===== config.mk =====
export PLATFORM = sky130hd
export DESIGN_NAME = sam_mac_sequencer
export DESIGN_NICKNAME = d
export VERILOG_FILES = /design/src/rtl/sam_mac_sequencer.sv
export SDC_FILE = /design/constraint.sdc
export NUM_CORES = 1
export LEC_CHECK = 0
export BUFFER_PORTS_ARGS = -buffer_cell sky130_fd_sc_hd__buf_2
export CAP_MARGIN = 10
export CELL_PAD_IN_SITES_DETAIL_PLACEMENT = 0
export CELL_PAD_IN_SITES_GLOBAL_PLACEMENT = 1
export CORE_ASPECT_RATIO = 1.5
export CORE_UTILIZATION = 44
export CTS_BUF_LIST = sky130_fd_sc_hd__clkbuf_16
export DETAILED_ROUTE_END_ITERATION = 10
export MAX_ROUTING_LAYER = met4
export PLACE_DENSITY_LB_ADDON = 0.12
export SLEW_MARGIN = 30
export SYNTH_ARGS = -nofsm -noshare
export SYNTH_HDL_FRONTEND = slang
export SYNTH_SLANG_ARGS = --single-unit

===== constraint.sdc =====
create_clock -name Clock -period 3.15 [get_ports Clock]
set_input_delay 0.315 -clock Clock [delete_from_list [all_inputs] [get_ports Clock]]
set_output_delay 0.315 -clock Clock [all_outputs]
set_load 0.05 [all_outputs]

===== src/rtl/sam_mac_sequencer.sv =====
`timescale 1ns/1ps
// ---------------------------------------------------------------------------
// sam_mac_sequencer
//
// Purpose:
//   Control and accumulation wrapper around an external shift-and-add
//   multiplier (SAM). Operand pairs arrive on a valid/ready stream. Each
//   accepted pair is latched and presented to the multiplier with a one-cycle
//   start pulse. The sequencer then waits for a rising edge of the
//   multiplier's Done level and adds the product into a running sum. When the
//   pair tagged In_Last has been added, the sum, the pair count and the
//   overflow flag are offered on a second valid/ready stream.
//
// Handshake semantics (both streams):
//   A transfer happens on a rising clock edge where valid and ready are both
//   high. A producer that raises valid keeps valid and its data stable until
//   that transfer. Here In_Ready depends only on the FSM state, never on
//   In_Valid. Acc_Valid likewise depends only on the FSM state, never on
//   Acc_Ready.
//
// Parameters:
//   WIDTH        operand width; the product is 2*WIDTH bits
//   ACC_WIDTH    accumulator width, must be >= 2*WIDTH
//   COUNT_WIDTH  width of the saturating accumulated-pair counter
//
// Ports:
//   Clock, Reset_n            rising-edge clock, async active-low reset
//   In_Valid/In_Ready         operand stream handshake
//   In_A, In_B, In_Last       multiplicand, multiplier, last-pair marker
//   Mul_Start                 one-cycle start pulse to the multiplier
//   Mul_A, Mul_B              latched operands, stable from start to next accept
//   Mul_R, Mul_Done           product and done level from the multiplier
//   Acc_Valid/Acc_Ready       result stream handshake
//   Acc_Out, Acc_Count        accumulated sum and number of pairs in it
//   Overflow                  sticky carry-out flag for the current sum
//   Dbg_State                 current FSM state, for observation only
//
// Build option:
//   SAM_MAC_SATURATE_EN  when defined, the accumulator clamps to all-ones on
//                        the first carry-out and stays clamped until the
//                        result is taken. When undefined it wraps modulo
//                        2^ACC_WIDTH. Overflow is set in both builds.
// ---------------------------------------------------------------------------
module sam_mac_sequencer #(
    parameter int WIDTH       = 8,
    parameter int ACC_WIDTH   = 24,
    parameter int COUNT_WIDTH = 8
) (
    input  logic                   Clock,
    input  logic                   Reset_n,
    input  logic                   In_Valid,
    output logic                   In_Ready,
    input  logic [WIDTH-1:0]       In_A,
    input  logic [WIDTH-1:0]       In_B,
    input  logic                   In_Last,
    output logic                   Mul_Start,
    output logic [WIDTH-1:0]       Mul_A,
    output logic [WIDTH-1:0]       Mul_B,
    input  logic [2*WIDTH-1:0]     Mul_R,
    input  logic                   Mul_Done,
    output logic                   Acc_Valid,
    input  logic                   Acc_Ready,
    output logic [ACC_WIDTH-1:0]   Acc_Out,
    output logic [COUNT_WIDTH-1:0] Acc_Count,
    output logic                   Overflow,
    output logic [2:0]             Dbg_State
);

    localparam logic [2:0] S_IDLE   = 3'd0;
    localparam logic [2:0] S_START  = 3'd1;
    localparam logic [2:0] S_WAIT   = 3'd2;
    localparam logic [2:0] S_ACCUM  = 3'd3;
    localparam logic [2:0] S_OUTPUT = 3'd4;

    // One extra bit so the carry-out of the accumulator add is visible.
    localparam int SUM_W = ACC_WIDTH + 1;

    logic [2:0]             state_q, state_d;
    logic [WIDTH-1:0]       a_q, a_d;
    logic [WIDTH-1:0]       b_q, b_d;
    logic                   last_q, last_d;
    logic                   done_prev_q, done_prev_d;
    logic [2*WIDTH-1:0]     prod_q, prod_d;
    logic [ACC_WIDTH-1:0]   acc_q, acc_d;
    logic [COUNT_WIDTH-1:0] count_q, count_d;
    logic                   ovf_q, ovf_d;

    logic                   in_fire;
    logic                   out_fire;
    logic                   done_rise;
    logic [SUM_W-1:0]       sum_ext;

    assign in_fire   = In_Valid && (state_q == S_IDLE);
    assign out_fire  = Acc_Ready && (state_q == S_OUTPUT);

    // Only a fresh 0->1 transition of Done counts. A Done level still high
    // from the previous product is therefore never taken as a new result.
    assign done_rise = Mul_Done && !done_prev_q;

    assign sum_ext   = {1'b0, acc_q} + SUM_W'(prod_q);

    // -----------------------------------------------------------------------
    // Next-state and datapath logic
    // -----------------------------------------------------------------------
    always_comb begin
        state_d     = state_q;
        a_d         = a_q;
        b_d         = b_q;
        last_d      = last_q;
        done_prev_d = Mul_Done;
        prod_d      = prod_q;
        acc_d       = acc_q;
        count_d     = count_q;
        ovf_d       = ovf_q;

        case (state_q)
            S_IDLE: begin
                if (in_fire) begin
                    a_d     = In_A;
                    b_d     = In_B;
                    last_d  = In_Last;
                    state_d = S_START;
                end
            end

            S_START: begin
                state_d = S_WAIT;
            end

            S_WAIT: begin
                if (done_rise) begin
                    prod_d  = Mul_R;
                    state_d = S_ACCUM;
                end
            end

            S_ACCUM: begin
                if (count_q != {COUNT_WIDTH{1'b1}}) begin
                    count_d = count_q + COUNT_WIDTH'(1);
                end
`ifdef SAM_MAC_SATURATE_EN
                // Once clamped, the sum stays at all-ones until it is taken.
                if (ovf_q || sum_ext[ACC_WIDTH]) begin
                    acc_d = {ACC_WIDTH{1'b1}};
                end else begin
                    acc_d = sum_ext[ACC_WIDTH-1:0];
                end
`else
                acc_d = sum_ext[ACC_WIDTH-1:0];
`endif
                if (sum_ext[ACC_WIDTH]) begin
                    ovf_d = 1'b1;
                end
                state_d = last_q ? S_OUTPUT : S_IDLE;
            end

            S_OUTPUT: begin
                // Result registers are untouched here, so they hold while
                // the consumer stalls.
                if (out_fire) begin
                    acc_d   = '0;
                    count_d = '0;
                    ovf_d   = 1'b0;
                    state_d = S_IDLE;
                end
            end

            default: begin
                state_d = S_IDLE;
            end
        endcase
    end

    // -----------------------------------------------------------------------
    // State registers
    // -----------------------------------------------------------------------
    always_ff @(posedge Clock or negedge Reset_n) begin
        if (!Reset_n) begin
            state_q     <= S_IDLE;
            a_q         <= '0;
            b_q         <= '0;
            last_q      <= 1'b0;
            done_prev_q <= 1'b0;
            prod_q      <= '0;
            acc_q       <= '0;
            count_q     <= '0;
            ovf_q       <= 1'b0;
        end else begin
            state_q     <= state_d;
            a_q         <= a_d;
            b_q         <= b_d;
            last_q      <= last_d;
            done_prev_q <= done_prev_d;
            prod_q      <= prod_d;
            acc_q       <= acc_d;
            count_q     <= count_d;
            ovf_q       <= ovf_d;
        end
    end

    // -----------------------------------------------------------------------
    // Outputs: all decoded from registers, no input-to-output paths.
    // -----------------------------------------------------------------------
    assign In_Ready  = (state_q == S_IDLE);
    assign Mul_Start = (state_q == S_START);
    assign Mul_A     = a_q;
    assign Mul_B     = b_q;
    assign Acc_Valid = (state_q == S_OUTPUT);
    assign Acc_Out   = acc_q;
    assign Acc_Count = count_q;
    assign Overflow  = ovf_q;
    assign Dbg_State = state_q;

endmodule


---- Word level (Yosys, flattened, before mapping) ----
Cells that the tools add are included.
word-level totals
  register bits ........................... 70
  bits of input ports ..................... 38
  output and inout port bits .............. 55
  logic and storage cells ................. 46
operators by class
  multiplexer cells ....................... 13
  add/sub/neg operators ................... 2
  reduce and logical (&&, ||, !) cells .... 12
  equal/unequal tests ..................... 10
operators with widths
  operator                                                               count
  24-bit case mux with 2 select lines                                    1
  24-bit by 16-bit adder with 25-bit output                              1
  24-bit two-way mux                                                     1
  8-bit two-way mux                                                      2
  8-bit case mux with 2 select lines                                     1
  3-bit case mux with 5 select lines                                     1
  3-bit two-way mux                                                      4
  3-bit AND reduction                                                    3
  8-bit by 1-bit adder with 8-bit output, second input constant          1
  8-bit != test, second input constant                                   1
  3-bit by 2-bit equality test with 1-bit output, second input constant  2
  2-bit != test, second input constant                                   3
  2-bit AND reduction                                                    3
  2-bit by 1-bit != test with 1-bit output, second input constant        2
  3-bit by 1-bit equality test with 1-bit output, second input constant  1
  3-bit equality test, second input constant                             1
  1-bit logical AND                                                      3
  3-bit logical NOT                                                      1
  1-bit two-way mux                                                      2
  1-bit case mux with 2 select lines                                     1
  2-bit nonzero test                                                     1
  1-bit logical NOT                                                      1

---- Longest topological paths before layout ----
  depth after elaboration ................. 4
  gate-level depth with buffers ........... 9
  gate-level depth less buffers ........... 9

---- Least setup slack after synthesis ----
OpenSTA, ideal clock, no wires.
  path kind ............................... reg2reg
  from .................................... reg acc_q[0] (netlist: Acc_Out[0])
  to ...................................... reg acc_q[14] (netlist: Acc_Out[14])
  setup slack ............................. 0.631 ns
  arrival ................................. 2.452 ns
  clock period less this slack ............ 2.519 ns
  path buffers ............................ 0
  cell stages (with the launch flop) ...... 10
  cell sequence ........................... dfrtp_1 > ha_1 > inv_1 > fa_1 > nor2b_1 > o31ai_1 > a211o_1 > a31oi_1 > mux2_2 > nand2_1
between the ends
  cells in the longest elaborated chain, start to end .. 2
RTL lines
  element                                    RTL line  RTL
  start, declared                            84        logic [ACC_WIDTH-1:0] acc_q, acc_d;
  start signal, assigned                     185       acc_q <= '0;
  start signal, assigned                     195       acc_q <= acc_d;
  24-bit by 16-bit adder with 25-bit output  100       assign sum_ext = {1'b0, acc_q} + SUM_W'(prod_q);
  24-bit case mux with 2 select lines        116       case (state_q)
No other way between the ends.
A chain may end at the register's enable or synchronous reset.

---- Final worst setup path ----
  from .................................... reg acc_q[0] (netlist: Acc_Out[0])
  to ...................................... reg acc_q[8] (netlist: Acc_Out[8])
Same word-level chain as after synthesis.

==> out/results.ini <==
[sta]
drv_slew = 0
hold_slack_ns = 0.0981
final.setup_skew_ns = 0.00317
max_freq_mhz = 406
final.setup.tns_ns = 0
slew_headroom_pct = 42.4
rsz0062_at_grt = false
setup_violations = 0
min_period_over_period_pct = 78.3
hold_viol_final = 0
setup_ws_ns = 0.684
min_period_ns = 2.47
worstMarginPinSlew_ns = 0.864

[flow_run]
drv_cap = 0

[clock_tree]
clk_latency_ns = 0.33
clkTransAtPathRegs_ns = 0.05
cts_setup_buffers = 0
clockBufferDepth = 2
cts-root-buf = clkbuf_16
cts_tree = built
cts_max_level = 3
hold_buffers = 0
ctsResizeCount = 0
cts_buffers = 9
clock_sink_count = 70

[global_route]
track_usage_pct = 22.1
grt_overflow = 0
antenna_found_initial = 0
grt_pass1_wl_mm = 14.2
grt_pass1_vias = 2979
grt_max_degree = 37

[synthesis]
synth_area_leaders = dfrtp_1 48%, mux2_2 10%, ha_1 5.8%
ys_top_cells_by_count = 70 x dfrtp_1, 39 x nand2_1, 33 x mux2_2, 25 x o21ai_0, 20 x nand3_1
yosysMostFrequentCell = dfrtp_1
netlist.area_leader.share_pct = 47.7
syn_nets = 397
syn_avg_cell_area_um2 = 10.8
synth_warnings = 0
synth_enable_flop_cells = 0
synth_area_um2 = 3670
async_reset_ff_share_pct = 100
synth-seq-cells = 70
syn_inst = 341
ys_seq_area_share_pct = 47.7
synth_top_area_cell = dfrtp_1
synth_ff_type = dfrtp_1
ys_types = 52

[floorplan]
num_rows = 40
die_width_um = 76.6
ios = 93
core_area_um2 = 8060
die-area_um2 = 8720
initial_core_util_pct = 45.6
die_y_um = 114

[drt]
drcViolationCount = 0
vias = 2914
drtAntennaViolNets = 0
wl_mm = 8.70
first_pass_iters = 4
routed_via_density = 5.32
drtIter0Drc = 117
wire_per_inst_um = 15.9

[placed_design]
io_buffers = 92
dpl_worst_slack_ns = 0.717
dp_hpwl_mm = 6.49
dpl.cell_count = 532
gp_congestion = 0.843

[finish]
drive_gt1_share_pct = 34.5
finalNetCount = 494
syn_to_final_growth_pct = 23.6
finalNonFillerCells = 548
multiInputGateArea_um2 = 1830
final-seq-area_um2 = 1750
fillCellCount = 731
antenna_cells = 0

[worst_setup_path]
startpoint_type = flip-flop
worstSetupEndpointType = flip-flop
worstPathRequired_ns = 3.37
path_max_fanout = 4
critPathKind = flip-flop to flip-flop
critical_path_arrival_ns = 2.68

[hold_path]
hp-class = primary input to async pin

[status]
outcome = complete, no violations

## area by class of cell
cell class,count,area share (%)
clock buffers,9,4.96
clock inverters,7,1.30
inverters,9,0.745
multi-input cells,251,40.2
flip-flops and latches,70,38.6
well taps,105,2.90
repair buffers,97,11.3
## final timing paths
check                      startpoint           end  slack, ns  cells past startpoint
max in group asynchronous     Reset_n        last_q       2.38                      2
setup reg to reg           Acc_Out[0]    Acc_Out[8]       0.68                      9
hold / removal                Reset_n     prod_q[8]        0.1                      1
min in group Clock           Mul_Done   done_prev_q       0.11                      1
setup / recovery           Acc_Out[0]    Acc_Out[8]       0.68                      9
hold reg to reg                last_q  Dbg_State[2]       0.48                      2
## metrics by stage
| stage | cell area, um^2 | util [%] |
|---|---|---|
| after detailed placement | 4250 | 52.8 |
| after global placement | 4250 | 52.8 |
| after CTS | 4540 | 56.3 |
| after global routing | 4540 | 56.3 |
| final | 4540 | 56.3 |
| after floorplan | 3670 | - |
## cell usage in the layout, fill, tap and decap left out, drive strengths merged, types with 6 or more instances in the layout
master,n
buf,97
dfrtp,70
nand2,39
mux2,33
o21ai,25
nand3,20
ha,17
a21oi,14
nor2,13
inv,12
mux2i,10
clkbuf,9
xor2,8
nor3,7
nand4,6
## per-layer routing
layer | track usage [%] | part of all wire (%) | vias up | wire length (um)
met5 | - | 0 | - | 0
met4 | 8.85 | 1.7 | 0 | 148
met2 | 39.3 | 55 | 73 | 4740
met3 | 5.92 | 4.7 | 14 | 411
li1 | - | - | 1426 | -
met1 | 23.0 | 39 | 1401 | 3390
## registers in the layout, indices dropped and copies added (netlist names)
| signal | cells |
|---|---|
| Acc_Count | 8 |
| Acc_Out | 24 |
| Dbg_State | 3 |
| Mul_A | 8 |
| Mul_B | 8 |
| Overflow | 1 |
| done_prev_q | 1 |
| last_q | 1 |
| prod_q | 16 |
## cells by family after synthesis
logic type	count (synthesis)	synth area share [%]
and+or+nand+nor	109	15.2
xor gates and xnor gates	13	3.10
AOI/OAI and AO/OA	68	12.2
buffers and inverters	20	2.56
DFF	70	47.7
adders and majority gates	18	6.34
muxes	43	12.8
## critical path, cell delays in order (launching register included)
cell and delay, ns:
dfrtp_1 0.39, ha_1 0.24, inv_1 0.07, fa_1 0.18, nor2b_1 0.08, o31ai_1 0.37
a21boi_0 0.22, o21a_1 0.25, or3_1 0.31, a32o_1 0.25
Power is not shown: default switching activity piles up to over one toggle a cycle in this logic, so the estimate is an artifact.
